==> config.mk <==
export PLATFORM = sky130hd
export DESIGN_NAME = mips_state_sequencer
export DESIGN_NICKNAME = d
export VERILOG_FILES = /design/src/rtl/mips_state_sequencer.sv
export SDC_FILE = /design/constraint.sdc
export NUM_CORES = 1
export LEC_CHECK = 0
export CORE_MARGIN = 1.5
export CORE_UTILIZATION = 46
export DETAILED_ROUTE_END_ITERATION = 10
export GPL_TIMING_DRIVEN = 0
export PLACE_DENSITY = 0.87
export SLEW_MARGIN = 20
export SYNTH_ARGS = -nofsm -noshare
export SYNTH_HDL_FRONTEND = slang
export SYNTH_SLANG_ARGS = --single-unit
==> constraint.sdc <==
create_clock -name clk -period 2.1 [get_ports clk]
set_input_delay 0.63 -clock clk [delete_from_list [all_inputs] [get_ports clk]]
set_output_delay 0.63 -clock clk [all_outputs]
set_load 0.02 [all_outputs]
==> src/rtl/mips_state_sequencer.sv <==
// Multicycle MIPS control sequencer: walks each instruction through fetch/decode/
// execute/writeback, stalls on memory, counts retirements and latches a halt.
module mips_state_sequencer #(
  parameter int COUNT_W = 32
) (
  input  logic               clk,
  input  logic               rst,
  input  logic               ena,
  input  logic [5:0]         opcode,
  input  logic               mem_ready,
  output logic [3:0]         state,
  output logic               instr_done,
  output logic [COUNT_W-1:0] instr_count,
  output logic               halted
);

  typedef enum logic [3:0] {
    FETCH            = 4'd0,
    READ_FROM_MEMORY = 4'd1,
    DECODE           = 4'd2,
    EXECUTE          = 4'd3,
    ALU_WRITEBACK    = 4'd4,
    MEM_ADDR         = 4'd5,
    MEM_READ         = 4'd6,
    MEM_WRITEBACK    = 4'd7,
    MEM_WRITE        = 4'd8,
    BRANCH           = 4'd9,
    JUMP             = 4'd10,
    ADDI_EXECUTE     = 4'd11,
    ADDI_WRITEBACK   = 4'd12,
    HALT             = 4'd15
  } state_t;

  localparam logic [5:0] OP_RTYPE = 6'h00;
  localparam logic [5:0] OP_LW    = 6'h23;
  localparam logic [5:0] OP_SW    = 6'h2B;
  localparam logic [5:0] OP_BEQ   = 6'h04;
  localparam logic [5:0] OP_J     = 6'h02;
  localparam logic [5:0] OP_ADDI  = 6'h08;

  state_t cur;

  assign state = cur;

  always_ff @(posedge clk) begin
    if (rst) begin
      cur         <= FETCH;
      instr_done  <= 1'b0;
      instr_count <= '0;
      halted      <= 1'b0;
    end else if (ena) begin
      instr_done <= 1'b0;
      case (cur)
        FETCH:            cur <= READ_FROM_MEMORY;
        READ_FROM_MEMORY: if (mem_ready) cur <= DECODE;
        DECODE: begin
          case (opcode)
            OP_RTYPE:      cur <= EXECUTE;
            OP_LW, OP_SW:  cur <= MEM_ADDR;
            OP_BEQ:        cur <= BRANCH;
            OP_J:          cur <= JUMP;
            OP_ADDI:       cur <= ADDI_EXECUTE;
            default: begin
              cur    <= HALT;
              halted <= 1'b1;
            end
          endcase
        end
        EXECUTE:      cur <= ALU_WRITEBACK;
        ADDI_EXECUTE: cur <= ADDI_WRITEBACK;
        MEM_ADDR:     cur <= (opcode == OP_LW) ? MEM_READ : MEM_WRITE;
        MEM_READ:     if (mem_ready) cur <= MEM_WRITEBACK;
        MEM_WRITE: begin
          if (mem_ready) begin
            cur         <= FETCH;
            instr_count <= instr_count + COUNT_W'(1);
            instr_done  <= 1'b1;
          end
        end
        ALU_WRITEBACK, MEM_WRITEBACK, ADDI_WRITEBACK, BRANCH, JUMP: begin
          cur         <= FETCH;
          instr_count <= instr_count + COUNT_W'(1);
          instr_done  <= 1'b1;
        end
        HALT: cur <= HALT;
        // unused encodings fall into HALT rather than wandering
        default: begin
          cur    <= HALT;
          halted <= 1'b1;
        end
      endcase
    end else begin
      instr_done <= 1'b0;
    end
  end

endmodule

# ---- Word level (Yosys, flattened, before mapping)
# Cells that the tools add are included.
dict set report totals {
  input_bits 10
  output_inout_bits 38
  wordCells 52
  regBits 38
}
dict set report op_classes {
  add_sub_neg 1
  eq_ne 22
  reduce_logical 11
  bitwise_logic 2
  mux 12
}
# operator n
set op_table {}
lappend op_table {{$pmux 32 s2} 1}
lappend op_table {{$pmux 4 s9} 1}
lappend op_table {{$add 32x1->32 const B} 1}
lappend op_table {{$mux 32} 1}
lappend op_table {{$eq 4x4->1 const B} 6}
lappend op_table {{$pmux 4 s5} 1}
lappend op_table {{$eq 4x3->1 const B} 4}
lappend op_table {{$mux 4} 4}
lappend op_table {{$reduce_or 13->1} 1}
lappend op_table {{$eq 6x6->1 const B} 2}
lappend op_table {{$eq 4x2->1 const B} 2}
lappend op_table {{$ne 2x2->1 const B} 4}
lappend op_table {{$eq 6x2->1 const B} 1}
lappend op_table {{$eq 6x3->1 const B} 1}
lappend op_table {{$eq 6x4->1 const B} 1}
lappend op_table {{$logic_not 6->1} 1}
lappend op_table {{$reduce_and 3->1} 2}
lappend op_table {{$reduce_or 6->1} 1}
lappend op_table {{$reduce_or 5->1} 1}
lappend op_table {{$eq 4x1->1 const B} 1}
lappend op_table {{$logic_not 4->1} 1}
lappend op_table {{$pmux 1 s2} 2}
lappend op_table {{$reduce_and 4->1} 1}
lappend op_table {{$reduce_or 2->1} 2}
lappend op_table {{3 further kinds} 5}

# ---- Depth between registers and ports, before layout
# Gate-level depths: netlist (run 1).
dict set report logic_depth {
  ltp_word 4
  mapped_depth 7
  ltp_nobuf 6
}

# ---- Least setup slack after synthesis (run 1)
# Ideal clock, no wire load.
dict set report synth_path {
  path_kind {in2reg}
  from {input port mem_ready}
  to {register instr_count[19]}
  path_buffers 0
  required_ns 1.979
  path_stages 5
  slack_ns -0.011
  setup_time_ns 0.121
  t_arrival_ns 1.991
  path_cell_list {nor3_1 or4_4 a2111oi_4 nand3_1 mux2_2}
}
dict set report synth_between {
  elab_chain_cells 2
}
# item line
set synth_rtl {}
lappend synth_rtl {{from (decl)} 10} ;# input logic mem_ready,
lappend synth_rtl {{$ne 2x2->1 (no line)} --}
lappend synth_rtl {{$reduce_and 3->1 (no line)} --}
lappend synth_rtl {{to (signal assigned)} 76} ;# instr_count <= instr_count + COUNT_W'(1);
lappend synth_rtl {{to (signal assigned)} 82} ;# instr_count <= instr_count + COUNT_W'(1);
lappend synth_rtl {{to (decl)} 13} ;# output logic [COUNT_W-1:0] instr_count,
# Every way passes these cells.
# A chain may end at the register's enable or synchronous reset.

# ---- Worst setup path after layout (run 1)
dict set report layout_path {
  from {input port ena}
  to {register instr_count[19]}
}
dict set report layout_between {
  elab_chain_cells 1
}
# item line
set layout_rtl {}
lappend layout_rtl {{from (decl)} 8} ;# input logic ena,
lappend layout_rtl {{$reduce_and 3->1 (no line)} --}
# Every way passes these cells.

==> Flow_metrics.wiki, run 1 <==
{| class="wikitable"
! Metric !! Value
|-
| Run status || complete, but fails checks
|-
| Failing checks || setup timing
|-
| Clock latency on the worst-skew pair || 0.30 ns
|-
| Sequential area share after synthesis || 34.78%
|-
| Leakage || 0.9562 nW
|-
| Buffer type at the clock tree root || clkbuf_8
|-
| Top-count cell post-synth || dfxtp_1
|-
| Post-Synth Simple-Gate Area || 28.72%
|-
| Number of instances in the synthesized netlist || 261
|-
| Synth cell count leaders || dfxtp_1, nor2_1, a21oi_1
|-
| Worst-path fanout max || 7
|-
| Number of DRC markers after the initial detailed-route iteration || 203
|-
| Chain of cells forming the critical path || clkbuf_4 -> nand2b_1 -> or4_4 -> a2111oi_4 -> nand3_1 -> mux2_4
|-
| Maximum VDD drop || 0.4239 mV
|-
| Layout cells sized above 1 || 16.46%
|-
| Share of the synthesized area in compound gates (AO/OA/AOI/OAI) || 21.28%
|-
| Critical path startpoint category || input pin
|-
| Net count reported at finish || 338
|-
| Clock slew seen by the registers of the worst setup and hold paths || 0.08 ns
|-
| Vias in the first global route || 2016
|-
| EDFF count, synth || 0
|-
| WL final || 5.842 mm
|-
| Critical Path Sink Type || flop
|-
| Max-slew violation total from the final report || 0
|-
| Path class of the lowest-slack min-delay path || flop to flop
|-
| Total inserted antenna cells || 0
|-
| Power per standard cell area || 518.3 nW/um2
|-
| Main combinational cell family by area after synthesis || simple AND/OR/NAND/NOR gates
|-
| Clock buffer depth || 2
|-
| Die height || 71.96 um
|-
| FFs w/ async S/R, synth || 0%
|-
| Post-route core utilization || 65.97%
|-
| Number of H-tree branching levels || 2
|-
| Remaining global-route overflow || 0
|-
| Drt first pass iters || 5
|-
| Total number of vias || 2246
|-
| Multiplexer area fraction after synthesis || 2.574%
|-
| CP max stage cell || or4_4
|-
| DIE WIDTH || 71.96 um
|-
| CORE AREA || 4474 um2
|-
| Achievable frequency || 473.4 MHz
|-
| Syn Std Cell Area || 2187 um2
|-
| Boundary pin count || 48
|-
| Global Route Usage Sum || 22.67%
|-
| Wire length of the first global-routing pass || 9.328 mm
|-
| Final routed wire length divided by cell count || 15.37 um
|-
| Detailed-placement wirelength estimate || 3.883 mm
|-
| Synthesized netlist net count || 272
|-
| Final Wtd Congestion || 0.8547
|-
| Detail-routed via count per cell || 5.911
|-
| Family with the most delay on the worst path || simple AND/OR/NAND/NOR gates
|-
| Top cell type's share of synthesized area || 34.78%
|-
| Tmin final || 2.112 ns
|-
| Post-synthesis share of cell area spent on xor and xnor gates || 7.208%
|-
| Slew at the pin with the worst max-slew slack || 0.4431 ns
|-
| Sinks on Clock Net || 38
|-
| Number of endpoints with negative hold slack in the final report || 0
|-
| Post-layout worst setup margin || -0.01232 ns
|-
| CTS buffer count || 5
|-
| Unrepaired setup endpoints after global routing || yes
|-
| Register bit count reported by yosys || 38
|-
| Register-to-register setup slack || 0.02 ns
|-
| Adder and majority gate portion of the synthesized area || 1.487%
|-
| Number of I/O port buffers || 47
|-
| Worst endpoint data arrival time || 2.31 ns
|-
| Netlist cell types || 49
|-
| Period Utilization, post-route || 100.6%
|-
| Ranking of synthesized cells by area || dfxtp_1, nor2_1, xnor2_1
|-
| Max cap viols || 0
|-
| DRT antenna net count || 0
|-
| Required time worst endpoint || 2.29 ns
|-
| Per-instance average area after synthesis || 8.380 um2
|-
| Max Clock Skew || 0.008648 ns
|-
| Effective utilization at floorplan || 48.88%
|-
| Cell type with the highest aggregate area in the netlist || dfxtp_1
|-
| Area of the die || 5178 um2
|-
| Maximum number of pins on one net before global-route repair || 12
|-
| Number of rows created at floorplan || 24
|-
| Layout area overhead || 34.95%
|-
| Endpoints failing setup || 1
|-
| Synthesis Warnings || 0
|-
| Worst setup timing slack at the placement stage || -0.6905 ns
|-
| DR DRC count || 0
|-
| Relative max-transition margin || 70.23%
|-
| Antenna violations before repair || 0
|-
| CTS tree || yes
|-
| Primary flip-flop cell chosen by synthesis mapping || dfxtp_1
|-
| Worst path max stage delay || 0.56 ns
|-
| Worst setup path class || input pin to flop
|-
| Number of buffer and inverter stages on the critical path || 1
|}
[placed cells by master (no fill, tap or decap), types with 3 or more instances in the layout]
cell type and n:
buf_4 14, a21oi_1 18, nand2_1 12, clkdlybuf4s50_1 45, clkbuf_2 4, nand3b_1 3
dfxtp_1 33, nor3_1 5, or3_1 10, inv_1 7, o21ai_0 12, nor2_1 37
dfxtp_2 3, xor2_1 6, nand4_1 7, xnor2_1 12, or4_1 3, a2111oi_4 3
clkbuf_8 6, o211ai_1 7, mux2_2 4, nor2b_1 8, clkbuf_1 4, a211oi_1 4
and3_1 3, nand3_1 15
[per-layer routing]
layer / vias up / share of wire (%) / track usage [%]
li1: 1089 / - / -
met1: 1076 / 44 / 29.77
met2: 71 / 50 / 35.91
met3: 10 / 5.1 / 5.972
met4: 0 / 1.5 / 8.595
met5: - / 0 / 0
[per-stage QoR]
stage	hold slack, ns	TNS, ns	power, W	cell area (um2)	instances
after floorplan	0.5697	-0.01140	0.0009148	2187	261
after CTS	0.5126	0	0.001516	2859	373
final	0.5079	-0.01232	0.001530	2952	380
after detailed placement	0.5005	-16.57	0.0009947	2723	360
after global routing	0.5429	-0.06653	0.001587	2952	380
after global placement	0.4864	-15.83	0.0009899	2723	360
[final cells by class]
type / count / area (um2)
flip-flops and latches: 38 / 772.0
clock inverters: 1 / 5.005
repair buffers: 60 / 565.5
clock buffers: 7 / 86.33
inverters: 7 / 26.28
fillers: 340 / 1523
multi-input cells: 205 / 1376
well taps: 52 / 65.06
plain buffers: 10 / 55.05
[tightest hold or removal path, cell delays in order, from the launching register on]
cell and delay, ns:
dfxtp_1 0.33, o21ai_0 0.08, a21oi_1 0.06
[flip-flops by register name (all words and copies together) (netlist names)]
| name | count |
|---|---|
| state | 4 |
| instr_count | 32 |
| halted | 1 |
| instr_done | 1 |
[final timing paths]
check | from | endpoint | cells past startpoint
setup reg to reg | state[2]$_SDFFE_PP0P_ | instr_count[19]$_SDFFE_PP0P_ | 5
hold reg to reg | instr_count[28]$_SDFFE_PP0P_ | instr_count[28]$_SDFFE_PP0P_ | 2
setup / recovery | ena | instr_count[19]$_SDFFE_PP0P_ | 6
hold / removal | instr_count[28]$_SDFFE_PP0P_ | instr_count[28]$_SDFFE_PP0P_ | 2
[power by group]
part / internal [W] / switching [W] / leakage, nW
clock network: 0.000265 / 0.000272 / 0.0482
logic: 0.000103 / 0.000134 / 0.598
registers: 0.000735 / 0.0000202 / 0.310
total: 0.00110 / 0.000427 / 0.956
[timing repair]
action                                  in CTS  in global routing
hold buffers                                 0                  0
endpoints found under the setup margin      26                 32
pin swaps                                    6                  4
resized for setup                            9                 22
setup buffers                                5                  8
endpoints found under the hold margin        0                  0
[logic make-up after synthesis]
logic type,Yosys count
AO/OA/AOI/OAI,61
XOR/XNOR,18
flip-flops,38
AND/OR/NAND/NOR,118
adder cells (fa/ha/maj),3
multiplexers,5
buffers and inverters,18
Note: power is estimated with default switching activity, not from simulation.
==> run 2: changes to the inputs <==
Settings changed: ABC_CLOCK_PERIOD_IN_PS set to 2100, CAP_MARGIN set to 20, SETUP_SLACK_MARGIN set to 0.2.
==> Flow_metrics.wiki, run 2 (synthesized netlist as in run 1, its figures left out) <==
{| class="wikitable"
! Metric !! Value
|-
| Run status || complete, but fails checks
|-
| Failing checks || setup timing
|-
| Required time worst endpoint || 2.30 ns (about the same)
|-
| Tmin final || 2.101 ns (-0.01167 ns)
|-
| Sinks on Clock Net || 38 (unchanged)
|-
| Post-route core utilization || 72.85% (+6.9 points)
|-
| Endpoints failing setup || 1 (unchanged)
|-
| Power per standard cell area || 489.5 nW/um2 (-5.6%)
|-
| Achievable frequency || 476.0 MHz (+0.56%)
|-
| Hold worst-path end || instr_count[14]$_SDFFE_PP0P_
|-
| CTS buffer count || 5 (unchanged)
|-
| Effective utilization at floorplan || 48.88% (unchanged)
|-
| Combinational share of power || 18.7% (+3.1 points)
|-
| DRT antenna net count || 0 (unchanged)
|-
| Aggregate negative setup slack || -0.0006486 ns (+0.01167 ns)
|-
| Antenna violations before repair || 0 (unchanged)
|-
| Maximum number of pins on one net before global-route repair || 13 (+1)
|-
| Boundary pin count || 48 (unchanged)
|-
| CORE AREA || 4474 um2 (unchanged)
|-
| Critical path startpoint category || flop
|-
| Leakage || 1.277 nW (+34%)
|-
| Net count reported at finish || 354 (+4.7%)
|-
| Number of placed instances, taps included || 360 (unchanged)
|-
| Number of H-tree branching levels || 2 (unchanged)
|-
| Total inserted antenna cells || 0 (unchanged)
|-
| Hold Crit Depth || 2 (unchanged)
|-
| Largest register FFs || 32 (unchanged)
|-
| Switching Share || 29.30% (+1.4 points)
|-
| Number of endpoints with negative hold slack in the final report || 0 (unchanged)
|-
| Worst path max stage delay || 0.53 ns (-0.03 ns)
|-
| Slew at the pin with the worst max-slew slack || 0.4209 ns (-0.02226 ns)
|-
| Layout area overhead || 49.03%
|-
| Remaining global-route overflow || 0 (unchanged)
|-
| CP max stage cell || or4_4
|-
| Sw power || 0.0004674 W (+9.6%)
|-
| Non-Filler Instances || 396 (+4.2%)
|-
| Number of DRC markers after the initial detailed-route iteration || 185 (-8.9%)
|-
| DIE WIDTH || 71.96 um (unchanged)
|-
| Total power || 0.001595 W (+4.3%)
|-
| Detailed-placement wirelength estimate || 3.898 mm (+0.40%)
|-
| Max cap viols || 0 (unchanged)
|-
| Final routed wire length divided by cell count || 17.69 um (+15%)
|-
| Worst setup path class || flop to flop
|-
| Clock buffer depth || 2 (unchanged)
|-
| Global Route Usage Sum || 24.89% (+2.2 points)
|-
| Period Utilization, post-route || 100.0% (-0.56 points)
|-
| Number of rows created at floorplan || 24 (unchanged)
|-
| Path class of the lowest-slack min-delay path || flop to flop
|-
| Origin of the worst min-delay path || instr_count[14]$_SDFFE_PP0P_
|-
| Worst r2r path cells || 8 (+3)
|-
| Worst endpoint data arrival time || 2.30 ns (about the same)
|-
| Leading cell types in the layout, fill and taps excluded || nor2_1, dlygate4sd2_1, dfxtp_1
|-
| Vias in the first global route || 2173 (+7.8%)
|-
| WL final || 7.005 mm (+20%)
|-
| DR DRC count || 0 (unchanged)
|-
| RR Startpoint || state[1]$_SDFFE_PP0P_
|-
| Die height || 71.96 um (unchanged)
|-
| Clock slew seen by the registers of the worst setup and hold paths || 0.08 ns (about the same)
|-
| Unrepaired setup endpoints after global routing || yes
|-
| Drt first pass iters || 6 (+1)
|-
| Max-slew violation total from the final report || 0 (unchanged)
|-
| Maximum VDD drop || 0.3567 mV (-16%)
|-
| Share of total power in the clock network || 34.4% (-0.7 points)
|-
| Clock latency on the worst-skew pair || 0.31 ns (about the same)
|-
| Post-layout worst setup margin || -0.0006486 ns (+0.01167 ns)
|-
| Area of the die || 5178 um2 (unchanged)
|-
| RR Endpoint || instr_count[29]$_SDFFE_PP0P_
|-
| Power Internal || 0.001128 W (+2.2%)
|-
| Largest register by flop count || instr_count
|-
| Buffer type at the clock tree root || clkbuf_8
|-
| Worst-path fanout max || 10 (+3)
|-
| Final Wtd Congestion || 0.9234 (+8.0%)
|-
| CTS tree || yes
|-
| Chain of cells forming the critical path || buf_6 -> and2_4 -> or4_4 -> buf_4 -> buf_12 -> nand2_4 -> nand4_1 -> mux2_4
|-
| Wire length of the first global-routing pass || 10.12 mm (+8.4%)
|-
| Detail-routed via count per cell || 6.247 (+5.7%)
|-
| Most frequent standard cell in the layout excluding fill and tap cells || nor2_1
|-
| Relative contribution of sequential cells to total power || 46.9% (-2.4 points)
|-
| Critical Path Sink Type || flop
|-
| Register-to-register setup slack || -0.0006 ns (-0.02 ns)
|-
| Layout cells sized above 1 || 26.45% (+10 points)
|-
| Max Clock Skew || 0.008887 ns (+0.0002386 ns)
|-
| Relative max-transition margin || 71.71% (+1.5 points)
|-
| Total number of vias || 2474 (+10%)
|-
| Worst-case hold slack || 0.5197 ns (+0.01179 ns)
|-
| Number of I/O port buffers || 47 (unchanged)
|}
## run 2: cell count changes in the layout (fill, tap and decap cells not counted), moves of 3 or more
cell / delta
a21oi_1: -3
buf_4: +14
a211oi_1: -3
dlygate4sd2_1: +34
dlymetal6s2s_1: +5
clkdlybuf4s50_1: -39
buf_6: +3
a211oi_4: +3
## run 2: final cells by class
| cell class | instances | area (um2) |
|---|---|---|
| multi-input cells | 205 | 1559 |
| plain buffers | 11 | 85.08 |
| inverters | 7 | 26.28 |
| flip-flops and latches | 38 | 774.5 |
| fillers | 296 | 1215 |
| clock inverters | 2 | 12.51 |
| well taps | 52 | 65.06 |
| clock buffers | 6 | 82.58 |
| repair buffers | 75 | 654.4 |
## run 2: metrics by stage
step                setup slack [ns]  instance area [um2]
floorplan                    0.03056                 2247
global placement             -0.6742                 2783
detailed placement           -0.6865                 2783
CTS                         -0.03267                 3063
global route                -0.05757                 3259
finish                    -0.0006486                 3259
## run 2: critical path: cells and delay by family (launching register included)
kind	cells	cell delay, ns
AND/OR/NAND/NOR	4	0.89
buffers and inverters	3	0.44
multiplexers	1	0.34
flip-flops	1	0.33
## run 2: how the worst max path moves through the flow
stage                     startpoint                      endpoint  slack (ns)  cells after the start
2_1_floorplan              mem_ready  instr_count[19]$_SDFFE_PP0P_        0.03                      5
3_3_place_gp                     ena  instr_count[30]$_SDFFE_PP0P_       -0.67                      6
3_5_place_dp                     ena  instr_count[28]$_SDFFE_PP0P_       -0.69                      6
4_1_cts        state[1]$_SDFFE_PP0P_  instr_count[19]$_SDFFE_PP0P_       -0.03                      6
5_1_grt        state[1]$_SDFFE_PP0P_  instr_count[29]$_SDFFE_PP0P_       -0.06                      8
6_report       state[1]$_SDFFE_PP0P_  instr_count[29]$_SDFFE_PP0P_     -0.0006                      8
## run 2: metal layers
layer,global-route usage (%),up-vias,part of all wire [%]
li1,-,1123,-
met1,31.52,1191,41
met2,41.26,133,49
met3,6.667,27,7.4
met4,8.386,0,2.7
met5,0,-,0
## run 2: power by group through the flow
stage          Combinational [W]  Sequential [W]  Clock, W
2_1_floorplan           0.000143        0.000780         0
3_3_place_gp            0.000233        0.000767         0
3_5_place_dp            0.000239        0.000768         0
4_1_cts                 0.000262        0.000748  0.000542
5_1_grt                 0.000316        0.000750  0.000578
6_report                0.000298        0.000749  0.000549
## run 2: timing repair
item                       in CTS  in global routing
setup buffers                  16                 11
pin swaps                      15                 21
resized for setup              67                 34
setup endpoints to repair      72                 33
gates cloned                    1                  0
hold buffers                    0                  0
==> edit 1: new RTL, flow settings as in run 2 <==
Set the parameter `COUNT_W` to 24 (it was 32).
--- a/src/rtl/mips_state_sequencer.sv
+++ b/src/rtl/mips_state_sequencer.sv
@@ -3,3 +3,3 @@
 module mips_state_sequencer #(
-  parameter int COUNT_W = 32
+  parameter int COUNT_W = 24
 ) (
Interface: changed (resized instr_count); port bits go from 48 to 40. No check against the original RTL was run, so the function may have changed too.
==> edit 1 against run 2 <==
- worst setup slack improved by 0.18 ns
- utilization shrank 5.9 points
- wire length down 38%
- final area is 30% lower
- clock power fell by 38%
- sequential share of layout area increased by 3.3 points
- register-to-register slack improved by 0.19 ns
- sequential cell count down 8
- sequential power is 19% lower
- synthesized cell count decreased by 17%
- synthesized area shrank 24%
- power is 22% lower
- largest cell class unchanged
- largest power group unchanged
- highest routed layer unchanged
==> edit 1: results (changes against run 2) <==
[clocking]
clockBufferDepth=2  ; unchanged
clk-insertion-delay-late_ns=0.34  ; +0.03 ns
ctsHtreeMaxLevel=2  ; unchanged
root_buffer=clkbuf_4
cts-buffers-inserted=5  ; unchanged
clkTransAtPathRegs_ns=0.09

[routing]
vias=1841  ; -26%
drtIter0Drc=118  ; -36%
wl_per_cell_um=13.98  ; -21%
dr.pass1.iters=4  ; -2

[synthesis]
netlist_top_cells_count=30 x dfxtp_1, 19 x nor2_1, 18 x o21ai_0, 16 x nand2_1, 15 x a21oi_1
ys_seq_area_share_pct=35.90  ; +1.1 points
netlist-cell-type-count=39  ; -20%
syn_nets=228  ; -16%
ys_async_sr_fraction_pct=0  ; unchanged
ys.warnings.count=0  ; unchanged
synth-edff-count=0  ; unchanged
synth.area.top_cells=dfxtp_1 36%, o21ai_0 5.4%, or3_1 5.2%

[status]
status=finished, final reports clean

[critical_path]
reg2regPathDepth=5  ; -3
r2r_start=state[3]$_SDFFE_PP0P_
worstPathMaxFanout=5  ; -5
critical_path.startpoint=opcode[2]
r2r_end=instr_count[11]$_SDFFE_PP0P_
max_stage_delay_ns=0.38  ; -0.15 ns
crit_end=state[2]$_SDFFE_PP0P_
slowest_stage=or3_4
critical_path_arrival_ns=2.15  ; -0.15 ns
r2r_slack_ns=0.19  ; +0.19 ns

[grt]
grt_start_max_net_pins=11  ; -2
grt_pass1_vias=1634  ; -25%
groute.usage.overall_pct=23.02  ; -1.9 points
grt_pass1_wl_mm=7.300  ; -28%
antenna_found_initial=0  ; unchanged

[power_and_ir_drop]
peakVddDrop_mv=0.3919  ; +9.9%
leakage_nw=0.8771  ; -31%
netSwitchingFraction_pct=31.17  ; +1.9 points

[min_path]
hold_depth=2  ; unchanged
hold_class=reg -> reg

[cells_and_area]
top_register=instr_count
largest_reg_flops=24  ; -25%
num-fill-cells=289  ; -2.4%
drive_gt1_share_pct=17.98  ; -8.5 points
layout.nets=279  ; -21%
antennaDiodeCount=0  ; unchanged

[timing]
slew-limit-headroom_pct=67.04  ; -4.7 points
skew_ns=0.01390  ; +0.005013 ns

[placement]
port_buffers=39  ; -17%
place_hpwl_mm=2.920  ; -25%
place_congestion=0.8758  ; -5.2%

==> edit 1: area by class of cell <==
cell class | instances | share of cell area (%)
tap | 46 | 2.518
timing repair buffer | 44 | 16.97
clock buffer | 6 | 2.244
buffer | 12 | 3.558
multi-input combinational | 167 | 46.14
sequential | 30 | 27.09
inverter | 8 | 1.478
==> edit 1: through the flow <==
stage | hold WS (ns) | cell area (um2) | utilization, % | std cells | setup slack (ns)
3_5_place_dp | 0.4637 | 2145 | 62.78 | 302 | -0.5091
6_report | 0.4774 | 2286 | 66.92 | 313 | 0.1806
3_3_place_gp | 0.4574 | 2145 | 62.78 | 302 | -0.4730
4_1_cts | 0.4826 | 2187 | 64.03 | 309 | 0.1492
2_1_floorplan | 0.5576 | 1697 | - | 217 | 0.1929
5_1_grt | 0.5069 | 2286 | 66.92 | 313 | 0.1076
==> edit 1: logic make-up (layout without fill, tap and decap cells) <==
family,after synthesis,after routing,synth area share [%]
AOI/OAI and AO/OA,53,53,19.37
xor gates and xnor gates,10,10,5.236
adders and majority gates,2,2,1.346
buffers and inverters,20,70,5.161
DFF,30,30,35.90
muxes,1,1,0.5984
and+or+nand+nor,101,101,32.39
==> edit 1: what timing repair did <==
item	4_1_cts	5_1_grt
gates cloned	0	1
pin swaps	0	8
hold endpoints to repair	0	0
resized for setup	47	27
setup endpoints to repair	56	29
buffers inserted	1	3
==> edit 1: worst min-delay path by stage <==
stage                                       from                      endpoint  slack (ns)
CTS                          halted$_SDFFE_PP0P_           halted$_SDFFE_PP0P_        0.48
detailed placement           halted$_SDFFE_PP0P_           halted$_SDFFE_PP0P_        0.46
floorplan           instr_count[23]$_SDFFE_PP0P_  instr_count[23]$_SDFFE_PP0P_        0.56
global route                 halted$_SDFFE_PP0P_           halted$_SDFFE_PP0P_        0.51
global placement             halted$_SDFFE_PP0P_           halted$_SDFFE_PP0P_        0.46
finish                       halted$_SDFFE_PP0P_           halted$_SDFFE_PP0P_        0.48
==> edit 1: worst max-delay path: cells and delay by family <==
family                 cells  cell delay (ns)
AO/OA/AOI/OAI              2             0.44
buffers and inverters      1             0.28
AND/OR/NAND/NOR            3             0.80
==> edit 1: layer usage <==
layer  GRT usage (%)  wire, um  part of all wire, %
met4           8.967        80                  1.8
met5               0         0                    0
met3           6.071       276                  6.3
met2           38.03      2075                   47
met1           28.62      1944                   44
==> edit 1: power groups by stage <==
stage | combinational [mW] | sequential, mW | clock [mW]
3_5_place_dp | 0.265 | 0.616 | 0
3_3_place_gp | 0.260 | 0.615 | 0
5_1_grt | 0.321 | 0.609 | 0.385
2_1_floorplan | 0.156 | 0.633 | 0
6_report | 0.293 | 0.606 | 0.342
4_1_cts | 0.261 | 0.604 | 0.344
==> edit 2: new RTL, flow settings as in run 2 <==
Made on the original files. Put one more register stage on the output `instr_count`, cleared by the reset. The value now appears one clock later. The other outputs are not delayed to match.
--- a/src/rtl/mips_state_sequencer.sv
+++ b/src/rtl/mips_state_sequencer.sv
@@ -40,2 +40,4 @@
 
+  logic [COUNT_W-1:0] instr_count_s0;
+
   state_t cur;
@@ -48,3 +50,3 @@
       instr_done  <= 1'b0;
-      instr_count <= '0;
+      instr_count_s0 <= '0;
       halted      <= 1'b0;
@@ -75,3 +77,3 @@
             cur         <= FETCH;
-            instr_count <= instr_count + COUNT_W'(1);
+            instr_count_s0 <= instr_count_s0 + COUNT_W'(1);
             instr_done  <= 1'b1;
@@ -81,3 +83,3 @@
           cur         <= FETCH;
-          instr_count <= instr_count + COUNT_W'(1);
+          instr_count_s0 <= instr_count_s0 + COUNT_W'(1);
           instr_done  <= 1'b1;
@@ -96,2 +98,10 @@
 
+  always_ff @(posedge clk) begin
+    if (rst) begin
+      instr_count <= '0;
+    end else begin
+      instr_count <= instr_count_s0;
+    end
+  end
+
 endmodule
Check against the original RTL: not equivalent (a bounded check fails within 10 cycles, from zero or initial values and one cycle with rst high).
==> edit 2 against run 2 <==
- the flow still finishes with violations (negative setup slack)
- wire length increased by 24%
- worst setup slack got worse by 0.056 ns
- final cell count increased by 23%
- first-iteration DRC count unchanged
- synthesized area increased by 32%
- power increased by 62%
- sequential cell count increased by 32
- final area increased by 29%
- critical path type unchanged
- largest cell class unchanged
- largest power group unchanged
- highest routed layer unchanged
==> edit 2: results (changes against run 2) <==
[synthesis]
netlist_top_cells_count=70 x dfxtp_1, 29 x nor2b_1, 23 x a21oi_1, 22 x nor2_1, 18 x nand3_1
ys_seq_area_share_pct=48.42  ; +14 points
syn_nets=334  ; +23%
synth.area.top_cells=dfxtp_1 48%, nor2b_1 6.3%, a21oi_1 4.0%
netlist-cell-type-count=44  ; -10%

[timing]
setup_viol=4  ; +3
skew_ns=0.01126  ; +0.002371 ns
setup_slack_ns=-0.05702  ; -0.05637 ns
slew-limit-headroom_pct=60.48  ; -11 points

[clocking]
ctsHtreeMaxLevel=3  ; +1
clk-insertion-delay-late_ns=0.35  ; +0.04 ns
cts-buffers-inserted=9  ; +4

[grt]
groute.usage.overall_pct=22.83  ; -2.1 points
grt_pass1_wl_mm=11.56  ; +14%
grt_pass1_vias=2518  ; +16%

[placement]
dpl_cell_area_mm2=0.003528  ; +27%
place_hpwl_mm=4.887  ; +25%

[critical_path]
critical_path_arrival_ns=2.43  ; +0.13 ns
r2r_end=instr_count_s0[29]$_SDFFE_PP0P_
worstPathMaxFanout=6  ; -4

[status]
violations=negative setup slack
status=complete, but fails checks

[min_path]
hold_end=instr_count[26]$_SDFF_PP0_
min_from=instr_count_s0[26]$_SDFFE_PP0P_
hold_depth=1  ; -1

[routing]
dr.pass1.iters=5  ; -1

[power_and_ir_drop]
leakage_nw=2.015  ; +58%

[cells_and_area]
drive_gt1_share_pct=27.01  ; +0.55 points
layout.nets=419  ; +18%

edit 2: cell types whose count changed after synthesis, moves of 9 or more:
cell,before,now
or4_1,3,14
nor2b_1,8,29
nor2_1,37,22
dfxtp_1,38,70
o31ai_1,1,10
xnor2_1,12,2
edit 2: cells by family (layout without fill, tap and decap cells):
kind of cell / count (synthesis) / in the layout / synth area share [%]
and+or+nand+nor: 143 / 143 / 28.02
DFF: 70 / 70 / 48.42
AOI/OAI and AO/OA: 69 / 69 / 14.83
buffers and inverters: 26 / 114 / 3.632
xor gates and xnor gates: 8 / 8 / 2.421
muxes: 5 / 5 / 1.902
adders and majority gates: 2 / 2 / 0.7782
edit 2: area by class of cell:
cell class	count	area, um2
tap	75	93.84
clock inverter	1	6.256
sequential	70	1430
fill	440	1774
multi-input combinational	227	1633
inverter	10	37.54
buffer	16	111.4
timing repair buffer	74	755.7
clock buffer	13	148.9
edit 2: routing by layer:
metal | vias to the layer above | global-route usage, % | wire [um]
met3 | 36 | 4.505 | 536
li1 | 1348 | - | -
met5 | - | 0 | 0
met2 | 148 | 40.00 | 4522
met1 | 1427 | 25.98 | 3296
met4 | 0 | 12.03 | 338
edit 2: timing repair:
item                       4_1_cts  5_1_grt
buffers inserted                16        9
gates resized for setup         42       85
pin swaps                       14       27
gates cloned                     0        2
hold endpoints to repair         0        0
setup endpoints to repair       64       55
edit 2: stage by stage:
stage	std cells	utilization (%)	setup slack, ns	TNS (ns)	hold slack (ns)
global placement	445	58.90	-0.7896	-29.68	0.4628
detailed placement	445	58.90	-0.8083	-30.79	0.4834
global route	486	70.38	-0.1108	-0.6614	0.5030
floorplan	323	-	0.08633	0	0.4516
finish	486	70.38	-0.05702	-0.09199	0.4942
CTS	475	64.33	0.06444	0	0.4931
edit 2: worst max-delay path, stage by stage (launching register included):
cell      delay [ns]
dfxtp_4         0.37
or3b_1          0.37
o211ai_1        0.10
buf_4           0.17
nand4b_1        0.14
buf_6           0.17
buf_6           0.13
or4_1           0.50
a21oi_1         0.16
edit 2: power breakdown:
group / leakage, nW / switching (mW) / internal (mW)
registers: 0.572 / 0.0192 / 1.34
clock network: 0.0799 / 0.479 / 0.451
logic: 1.36 / 0.182 / 0.119
total: 2.02 / 0.680 / 1.91
